[config.mk]
export PLATFORM = sky130hd
export DESIGN_NAME = activation_stage
export DESIGN_NICKNAME = d
export VERILOG_FILES = /design/src/rtl/activation_stage_pkg.sv /design/src/rtl/activation_stage_lane.sv /design/src/rtl/activation_stage.sv
export SDC_FILE = /design/constraint.sdc
export NUM_CORES = 1
export LEC_CHECK = 0
export CAP_MARGIN = 10
export CORE_MARGIN = 5
export CORE_UTILIZATION = 55
export CTS_CLUSTER_SIZE = 20
export DETAILED_ROUTE_END_ITERATION = 6
export HOLD_SLACK_MARGIN = 0.1
export PLACE_DENSITY = 0.78
export REMOVE_ABC_BUFFERS = 1
export SLEW_MARGIN = 20
export SYNTH_ARGS = -nofsm -noshare
export SYNTH_HDL_FRONTEND = slang
export SYNTH_HIERARCHICAL = 1
export SYNTH_SLANG_ARGS = --single-unit
[constraint.sdc]
create_clock -name clk -period 6.5 [get_ports clk]
set_clock_uncertainty 0.05 [all_clocks]
set_input_delay 0.65 -clock clk [delete_from_list [all_inputs] [get_ports clk]]
set_output_delay 0.65 -clock clk [all_outputs]
set_load 0.03 [all_outputs]
[src/rtl/activation_stage_pkg.sv]
// -----------------------------------------------------------------------------
// activation_stage_pkg
// Shared definitions for the post-pool activation stage:
//   - activation mode encodings (ACT_RELU, ACT_TANH, ACT_LEAKY, ACT_IDENT)
//   - tanh piecewise-linear region codes (REG_LIN, REG_SLOPE, REG_SAT)
//   - default geometry and tanh breakpoints
//   - helper computing the tanh saturation level from the two breakpoints
// -----------------------------------------------------------------------------
package activation_stage_pkg;

    localparam logic [1:0] ACT_RELU  = 2'd0;
    localparam logic [1:0] ACT_TANH  = 2'd1;
    localparam logic [1:0] ACT_LEAKY = 2'd2;
    localparam logic [1:0] ACT_IDENT = 2'd3;

    typedef enum logic [1:0] {
        REG_LIN   = 2'd0,
        REG_SLOPE = 2'd1,
        REG_SAT   = 2'd2
    } tanh_region_e;

    localparam int DEF_DESIGN_SIZE = 16;
    localparam int DEF_DWIDTH      = 8;
    localparam int DEF_TANH_T1     = 32;
    localparam int DEF_TANH_T2     = 96;

    // Saturation level sits where the half-slope segment ends, which keeps
    // the curve continuous at the upper breakpoint.
    function automatic int tanh_sat_level(input int t1, input int t2);
        return t1 + ((t2 - t1) / 2);
    endfunction

endpackage

[src/rtl/activation_stage_lane.sv]
// -----------------------------------------------------------------------------
// activation_lane
// One lane of the activation pipeline. S1 captures sign, magnitude (one bit
// wider than the element so the most negative value does not overflow), the
// raw element, the tanh region and the mask bit. S2 registers the selected
// nonlinearity result; it is forced to 0 when S1 holds no valid vector.
//
// Optional feature: ACTIVATION_LEAKY_RELU_EN enables leaky ReLU (x >>> 3 for
// negative x) on mode ACT_LEAKY; without it that mode behaves as ReLU.
//
// Ports:
//   clk            clock
//   reset          synchronous, active-high reset
//   i_enable       0 holds all lane state cleared
//   i_x            element for this lane (two's complement)
//   i_mask         lane enable captured with the element
//   i_s1_act_type  activation mode registered alongside S1 (from the top)
//   i_s1_valid     S1 holds a valid vector (from the top)
//   o_y            activated element, registered in S2
// -----------------------------------------------------------------------------
module activation_lane
    import activation_stage_pkg::*;
#(
    parameter int DWIDTH  = DEF_DWIDTH,
    parameter int TANH_T1 = DEF_TANH_T1,
    parameter int TANH_T2 = DEF_TANH_T2
) (
    input  logic              clk,
    input  logic              reset,
    input  logic              i_enable,
    input  logic [DWIDTH-1:0] i_x,
    input  logic              i_mask,
    input  logic [1:0]        i_s1_act_type,
    input  logic              i_s1_valid,
    output logic [DWIDTH-1:0] o_y
);

    localparam int            MW     = DWIDTH + 1;
    localparam logic [MW-1:0] LP_ONE = {{(MW-1){1'b0}}, 1'b1};
    localparam logic [MW-1:0] LP_T1  = MW'(TANH_T1);
    localparam logic [MW-1:0] LP_T2  = MW'(TANH_T2);
    localparam logic [MW-1:0] LP_SAT = MW'(tanh_sat_level(TANH_T1, TANH_T2));

    logic              w_clear;
    logic [MW-1:0]     w_x_ext;
    logic [MW-1:0]     w_abs;
    tanh_region_e      w_region;

    logic              r_sign;
    logic [MW-1:0]     r_mag;
    logic [DWIDTH-1:0] r_x;
    tanh_region_e      r_region;
    logic              r_mask;

    logic [MW-1:0]     w_slope_mag;
    logic [MW-1:0]     w_tanh_mag;
    logic [MW-1:0]     w_tanh_signed;
    logic [DWIDTH-1:0] w_tanh;
    logic [DWIDTH-1:0] w_relu;
    logic [DWIDTH-1:0] w_y;
`ifdef ACTIVATION_LEAKY_RELU_EN
    logic signed [DWIDTH-1:0] w_x_sgn;
    logic [DWIDTH-1:0]        w_leaky;
`endif

    logic [DWIDTH-1:0] r_y;

    assign w_clear = reset | ~i_enable;

    // S1 front end: sign-extend, take magnitude, classify tanh region
    always_comb begin
        w_x_ext = {i_x[DWIDTH-1], i_x};
        if (i_x[DWIDTH-1]) begin
            w_abs = (~w_x_ext) + LP_ONE;
        end else begin
            w_abs = w_x_ext;
        end
        if (w_abs < LP_T1) begin
            w_region = REG_LIN;
        end else if (w_abs < LP_T2) begin
            w_region = REG_SLOPE;
        end else begin
            w_region = REG_SAT;
        end
    end

    // S1 registers
    always_ff @(posedge clk) begin
        if (w_clear) begin
            r_sign   <= 1'b0;
            r_mag    <= {MW{1'b0}};
            r_x      <= {DWIDTH{1'b0}};
            r_region <= REG_LIN;
            r_mask   <= 1'b0;
        end else begin
            r_sign   <= i_x[DWIDTH-1];
            r_mag    <= w_abs;
            r_x      <= i_x;
            r_region <= w_region;
            r_mask   <= i_mask;
        end
    end

`ifdef ACTIVATION_LEAKY_RELU_EN
    assign w_x_sgn = $signed(r_x);
    assign w_leaky = r_sign ? $unsigned(w_x_sgn >>> 3'd3) : r_x;
`endif

    // S2 function evaluation and mode select
    always_comb begin
        // Half-slope segment: T1 + (m - T1)/2, continuous with identity at T1.
        w_slope_mag = LP_T1 + ((r_mag - LP_T1) >> 1'b1);
        case (r_region)
            REG_LIN:   w_tanh_mag = r_mag;
            REG_SLOPE: w_tanh_mag = w_slope_mag;
            REG_SAT:   w_tanh_mag = LP_SAT;
            default:   w_tanh_mag = LP_SAT;
        endcase
        // Magnitude never exceeds the saturation level, so re-applying the
        // sign and truncating to DWIDTH bits is exact.
        if (r_sign) begin
            w_tanh_signed = (~w_tanh_mag) + LP_ONE;
        end else begin
            w_tanh_signed = w_tanh_mag;
        end
        w_tanh = w_tanh_signed[DWIDTH-1:0];

        if (r_sign) begin
            w_relu = {DWIDTH{1'b0}};
        end else begin
            w_relu = r_x;
        end

        if (!r_mask) begin
            w_y = {DWIDTH{1'b0}};
        end else begin
            case (i_s1_act_type)
                ACT_RELU:  w_y = w_relu;
                ACT_TANH:  w_y = w_tanh;
`ifdef ACTIVATION_LEAKY_RELU_EN
                ACT_LEAKY: w_y = w_leaky;
`else
                ACT_LEAKY: w_y = w_relu;
`endif
                ACT_IDENT: w_y = r_x;
                default:   w_y = w_relu;
            endcase
        end
    end

    // S2 result register; idle cycles carry 0
    always_ff @(posedge clk) begin
        if (w_clear) begin
            r_y <= {DWIDTH{1'b0}};
        end else if (i_s1_valid) begin
            r_y <= w_y;
        end else begin
            r_y <= {DWIDTH{1'b0}};
        end
    end

    assign o_y = r_y;

endmodule

[src/rtl/activation_stage.sv]
// -----------------------------------------------------------------------------
// activation_stage
// Post-pool activation stage: applies ReLU / tanh-PWL / leaky ReLU / identity
// per lane over a DESIGN_SIZE-lane vector stream with a fixed 2-cycle latency
// and one vector per cycle. Signals completion of each DESIGN_SIZE-vector
// batch on done_activation. When enable_activation is 0 the block is a
// combinational pass-through and its state is held cleared.
//
// Optional feature: ACTIVATION_LEAKY_RELU_EN (leaky ReLU on activation_type 2).
//
// Ports:
//   clk                 clock
//   reset               synchronous, active-high reset
//   enable_activation   1 = process, 0 = bypass
//   activation_type     0 ReLU, 1 tanh-PWL, 2 leaky ReLU, 3 identity
//   in_data_available   inp_data valid this cycle
//   inp_data            lane i at [i*DWIDTH +: DWIDTH]
//   validity_mask       per-lane enable; masked lanes produce 0
//   out_data            activated vector
//   out_data_available  out_data valid this cycle
//   done_activation     batch of DESIGN_SIZE vectors fully emitted
// -----------------------------------------------------------------------------
module activation_stage
    import activation_stage_pkg::*;
#(
    parameter int DESIGN_SIZE = DEF_DESIGN_SIZE,
    parameter int DWIDTH      = DEF_DWIDTH,
    parameter int TANH_T1     = DEF_TANH_T1,
    parameter int TANH_T2     = DEF_TANH_T2
) (
    input  logic                          clk,
    input  logic                          reset,
    input  logic                          enable_activation,
    input  logic [1:0]                    activation_type,
    input  logic                          in_data_available,
    input  logic [DESIGN_SIZE*DWIDTH-1:0] inp_data,
    input  logic [DESIGN_SIZE-1:0]        validity_mask,
    output logic [DESIGN_SIZE*DWIDTH-1:0] out_data,
    output logic                          out_data_available,
    output logic                          done_activation
);

    localparam int               CNT_W   = $clog2(DESIGN_SIZE + 1);
    localparam logic [CNT_W-1:0] LP_LAST = CNT_W'(DESIGN_SIZE - 1);
    localparam logic [CNT_W-1:0] LP_INC  = CNT_W'(1);

    logic                          w_clear;
    logic [DESIGN_SIZE*DWIDTH-1:0] w_s2_data;

    logic             r_s1_valid;
    logic             r_s2_valid;
    logic [1:0]       r_s1_type;
    logic [CNT_W-1:0] r_out_count;
    logic             r_done;

    assign w_clear = reset | ~enable_activation;

    // Valid pipeline and the mode sampled together with the S1 data
    always_ff @(posedge clk) begin
        if (w_clear) begin
            r_s1_valid <= 1'b0;
            r_s2_valid <= 1'b0;
            r_s1_type  <= ACT_RELU;
        end else begin
            r_s1_valid <= in_data_available;
            r_s2_valid <= r_s1_valid;
            r_s1_type  <= activation_type;
        end
    end

    genvar g;
    generate
        for (g = 0; g < DESIGN_SIZE; g = g + 1) begin : gen_lane
            activation_lane #(
                .DWIDTH  (DWIDTH),
                .TANH_T1 (TANH_T1),
                .TANH_T2 (TANH_T2)
            ) u_lane (
                .clk           (clk),
                .reset         (reset),
                .i_enable      (enable_activation),
                .i_x           (inp_data[g*DWIDTH +: DWIDTH]),
                .i_mask        (validity_mask[g]),
                .i_s1_act_type (r_s1_type),
                .i_s1_valid    (r_s1_valid),
                .o_y           (w_s2_data[g*DWIDTH +: DWIDTH])
            );
        end
    endgenerate

    // Output counter and batch-done flag
    always_ff @(posedge clk) begin
        if (w_clear) begin
            r_out_count <= {CNT_W{1'b0}};
            r_done      <= 1'b0;
        end else if (r_s2_valid && (r_out_count == LP_LAST)) begin
            // Final output of the batch: done wins over a coincident new
            // input so it is visible for at least one cycle.
            r_out_count <= {CNT_W{1'b0}};
            r_done      <= 1'b1;
        end else begin
            if (r_s2_valid) begin
                r_out_count <= r_out_count + LP_INC;
            end else begin
                r_out_count <= r_out_count;
            end
            if (in_data_available) begin
                r_done <= 1'b0;
            end else begin
                r_done <= r_done;
            end
        end
    end

    // Bypass mux: pass-through is purely combinational when disabled
    always_comb begin
        if (enable_activation) begin
            out_data           = w_s2_data;
            out_data_available = r_s2_valid;
            done_activation    = r_done;
        end else begin
            out_data           = inp_data;
            out_data_available = in_data_available;
            done_activation    = 1'b1;
        end
    end

endmodule

==> out/results.tsv <==
stage	metric	value	unit
finish	filler cell count	3988	
timing	unrepaired setup endpoints after global routing	no	
power	maximum vdd drop	0.000227	V
finish	leading cell type in the layout, fill and taps excluded	dfxtp_1	
worst_setup_path	sort of element at the end of the critical path	output port	
finish	non-filler instance count after layout	4096	
die	ports placed on the boundary	280	
finish	Total Nets Final	3648	
clocking	count of hold-fix buffers inserted at cts	0	
synthesis	synthesis-stage register bit count	442	
worst_hold_path	hold crit path type	reg2reg	
routing	drt first-iter violations	2317	
clocking	Post-CTS Setup Inserts	0	
timing	number of pins with negative max-slew slack in the final report	0	
placed_design	count of buffers inserted at the top-level ports	279	
clocking	H-tree levels	2	
grt	largest net degree at the start of global routing	90	
clocking	clock tree from TritonCTS	yes	
finish	fraction of final layout cells sized beyond drive strength 1	8.35	%
worst_hold_path	count of cells along the worst hold path	2	
clocking	post-CTS clock slew at the launch and capture registers of the worst setup and hold paths	60	ps
worst_setup_path	Req. time, crit path	5800	ps
die	Rows	81	
power	sequential fraction of design power	41.1	%
timing	part of the cycle the worst path needs	52.8	%
routing	antenna viol nets, final	0	
clocking	number of clock buffers inserted by TritonCTS	49	
timing	worst rel slew slack	34.1	%
synthesis	combined area of all synthesized cells	26900	um2
routing	total iterations of the first detailed-routing run	6	
worst_setup_path	number of cell instances on the worst register-to-register path	5	
synthesis	Synth cell types	52	
worst_setup_path	Critical Path AT	2740	ps
timing	transition at the pin with the smallest max-transition slack	988	ps
power	switching pwr	0.00197	W
grt	first-pass GRT wire length	116	mm
placed_design	dpl ws	3080	ps
die	initial core utilization	55.3	%
power	Logic pwr share	18.0	%
job	Maximum Capacitance Violations	0	
die	overall die area	53500	um2
timing	minimum setup slack in the final design	3060	ps
timing	final critical delay including setup and external delays	3440	ps
routing	drt total wl	71.7	mm
placed_design	cell total after placement	4003	
clocking	clock sink count	442	
worst_setup_path	startpoint types	input port	
synthesis	number of instances in the synthesized netlist	3253	
placed_design	Post-DP HPWL	50.8	mm
synthesis	EDFF count, synth	0	
timing	Final Setup Violations	0	
routing	post-detailed-route wirelength per cell	17.5	um
synthesis	post-synthesis async set-or-reset flop share	0	%
synthesis	most common flop cell mapped by yosys	dfxtp_1	
synthesis	sequential share of the synthesized area	32.9	%
finish	final core utilization	64.8	%
clocking	buffer type at the clock tree root	clkbuf_16	
clocking	Resized Gates After CTS	0	
timing	upper clock frequency limit	0.291	GHz
power	power per unit of standard cell area	225	nW/um2
timing	setup_tns	0	ps
grt	initial antenna violation count	2	
routing	number of design rule violations left after detail routing	0	
grt	vias in the first global route	23166	
routing	Via Count	24393	
power	fraction of power spent switching nets	27.8	%
routing	routed via count divided by cell count	5.96	
die	placeable core region	48600	um2
die	Die Y	231	um
finish	Synth-to-Final Area Change	17.1	%
power	Pleak	12.1	nW
timing	Hold Fails Final Rpt	0	
clocking	CTS max path bufs	3	
outcome	outcome	complete, no violations	
synthesis	synthesis warning total	6	
worst_setup_path	Setup Crit Path Kind	in2out	
die	die width	231	um
grt	Total Routing Usage GR	25.5	%
clocking	latest clock arrival within the worst-skew pair	590	ps
grt	grt ovf	0	
power	fraction of power consumed by the clock network	40.9	%
finish	highest-count cells in the layout ignoring fill and taps	dfxtp_1 (439), nor2_1 (309), nand2_1 (291), clkdlybuf4s50_1 (277), inv_1 (225)	
synthesis	mean instance size in the synthesized netlist	8.27	um2
power	internal power	0.00512	W
placed_design	Placer Congestion	0.893	
worst_setup_path	peak fanout along the critical path	55	
worst max-delay path, stage by stage:
cell,delay [ps]
buf_8,430
buf_4,570
mux2_2,400
clkdlybuf4s50_1,590
final timing paths:
check / startpoint / slack (ps) / to
hold reg to reg: gen_lane[1].u_lane/r_x[5] / 400 / gen_lane[1].u_lane/o_y[5]
hold / removal: gen_lane[1].u_lane/r_x[5] / 400 / gen_lane[1].u_lane/o_y[5]
setup / recovery: enable_activation / 3060 / out_data_available
setup reg to reg: r_s1_type[1] / 3720 / gen_lane[1].u_lane/o_y[6]
flip-flops by register name, summed over array words and instances (netlist names):
register                  cells
gen_lane.u_lane/r_mask       16
r_out_count                   5
gen_lane.u_lane/r_sign       16
gen_lane.u_lane/r_mag       144
gen_lane.u_lane/r_region     32
gen_lane.u_lane/r_x          96
r_s1_type                     2
r_done                        1
gen_lane.u_lane/o_y         128
r_s1_valid                    1
r_s2_valid                    1
final cells by class:
cell class	count	area, um2	share of cell area (%)
sequential	442	8860	28.1
clock inverter	20	258	0.818
clock buffer	71	1450	4.60
inverter	241	905	2.87
antenna	2	5.00	0.0159
timing repair buffer	288	2870	9.12
multi-input combinational	2410	16400	52.0
tap	622	778	2.47
power groups by stage:
stage	logic (W)	registers [W]	clock network, W
2_1_floorplan	0.000828	0.00295	0
3_3_place_gp	0.00122	0.00297	0
3_5_place_dp	0.00126	0.00297	0
4_1_cts	0.00127	0.00291	0.00296
5_1_grt	0.00140	0.00293	0.00308
6_report	0.00128	0.00292	0.00290
cell usage after synthesis, types with 64 or more instances:
| cell | count | area share (%) |
|---|---|---|
| dfxtp_1 | 442 | 33 |
| nor2_1 | 309 | 4.3 |
| nand2_1 | 291 | 4.1 |
| inv_1 | 225 | 3.1 |
| nand3_1 | 128 | 2.4 |
| a21oi_1 | 112 | 2.1 |
| clkbuf_1 | 112 | 1.6 |
| o21ai_0 | 112 | 2.1 |
| mux2_4 | 99 | 5.5 |
| and2_1 | 84 | 2.0 |
| nand2b_1 | 82 | 1.9 |
| xor2_1 | 82 | 2.7 |
| xnor2_1 | 81 | 2.6 |
| nor2b_1 | 80 | 1.9 |
| ha_1 | 66 | 3.1 |
| mux2i_1 | 65 | 2.4 |
| nor4_1 | 64 | 1.5 |
kinds of logic after synthesis:
family / synth area share [%]
other: 0.223
DFF: 32.9
muxes: 10.5
adders and majority gates: 3.07
xor gates and xnor gates: 5.30
AOI/OAI and AO/OA: 18.9
buffers and inverters: 6.26
and+or+nand+nor: 22.9
per-stage QoR:
stage	hold WS, ps	area, um2	total power [W]
global placement	383	29800	0.00418
finish	397	31500	0.00709
CTS	399	31500	0.00714
floorplan	368	26100	0.00378
global route	420	31500	0.00740
detailed placement	385	29800	0.00423
per-layer routing:
| layer | GRT usage [%] | routed length [um] |
|---|---|---|
| met1 | 34.2 | 31900 |
| met2 | 42.9 | 33600 |
| met3 | 3.37 | 4100 |
| met4 | 8.14 | 2050 |
| met5 | 0 | 13 |
Note: power is estimated with default switching activity, not from simulation.
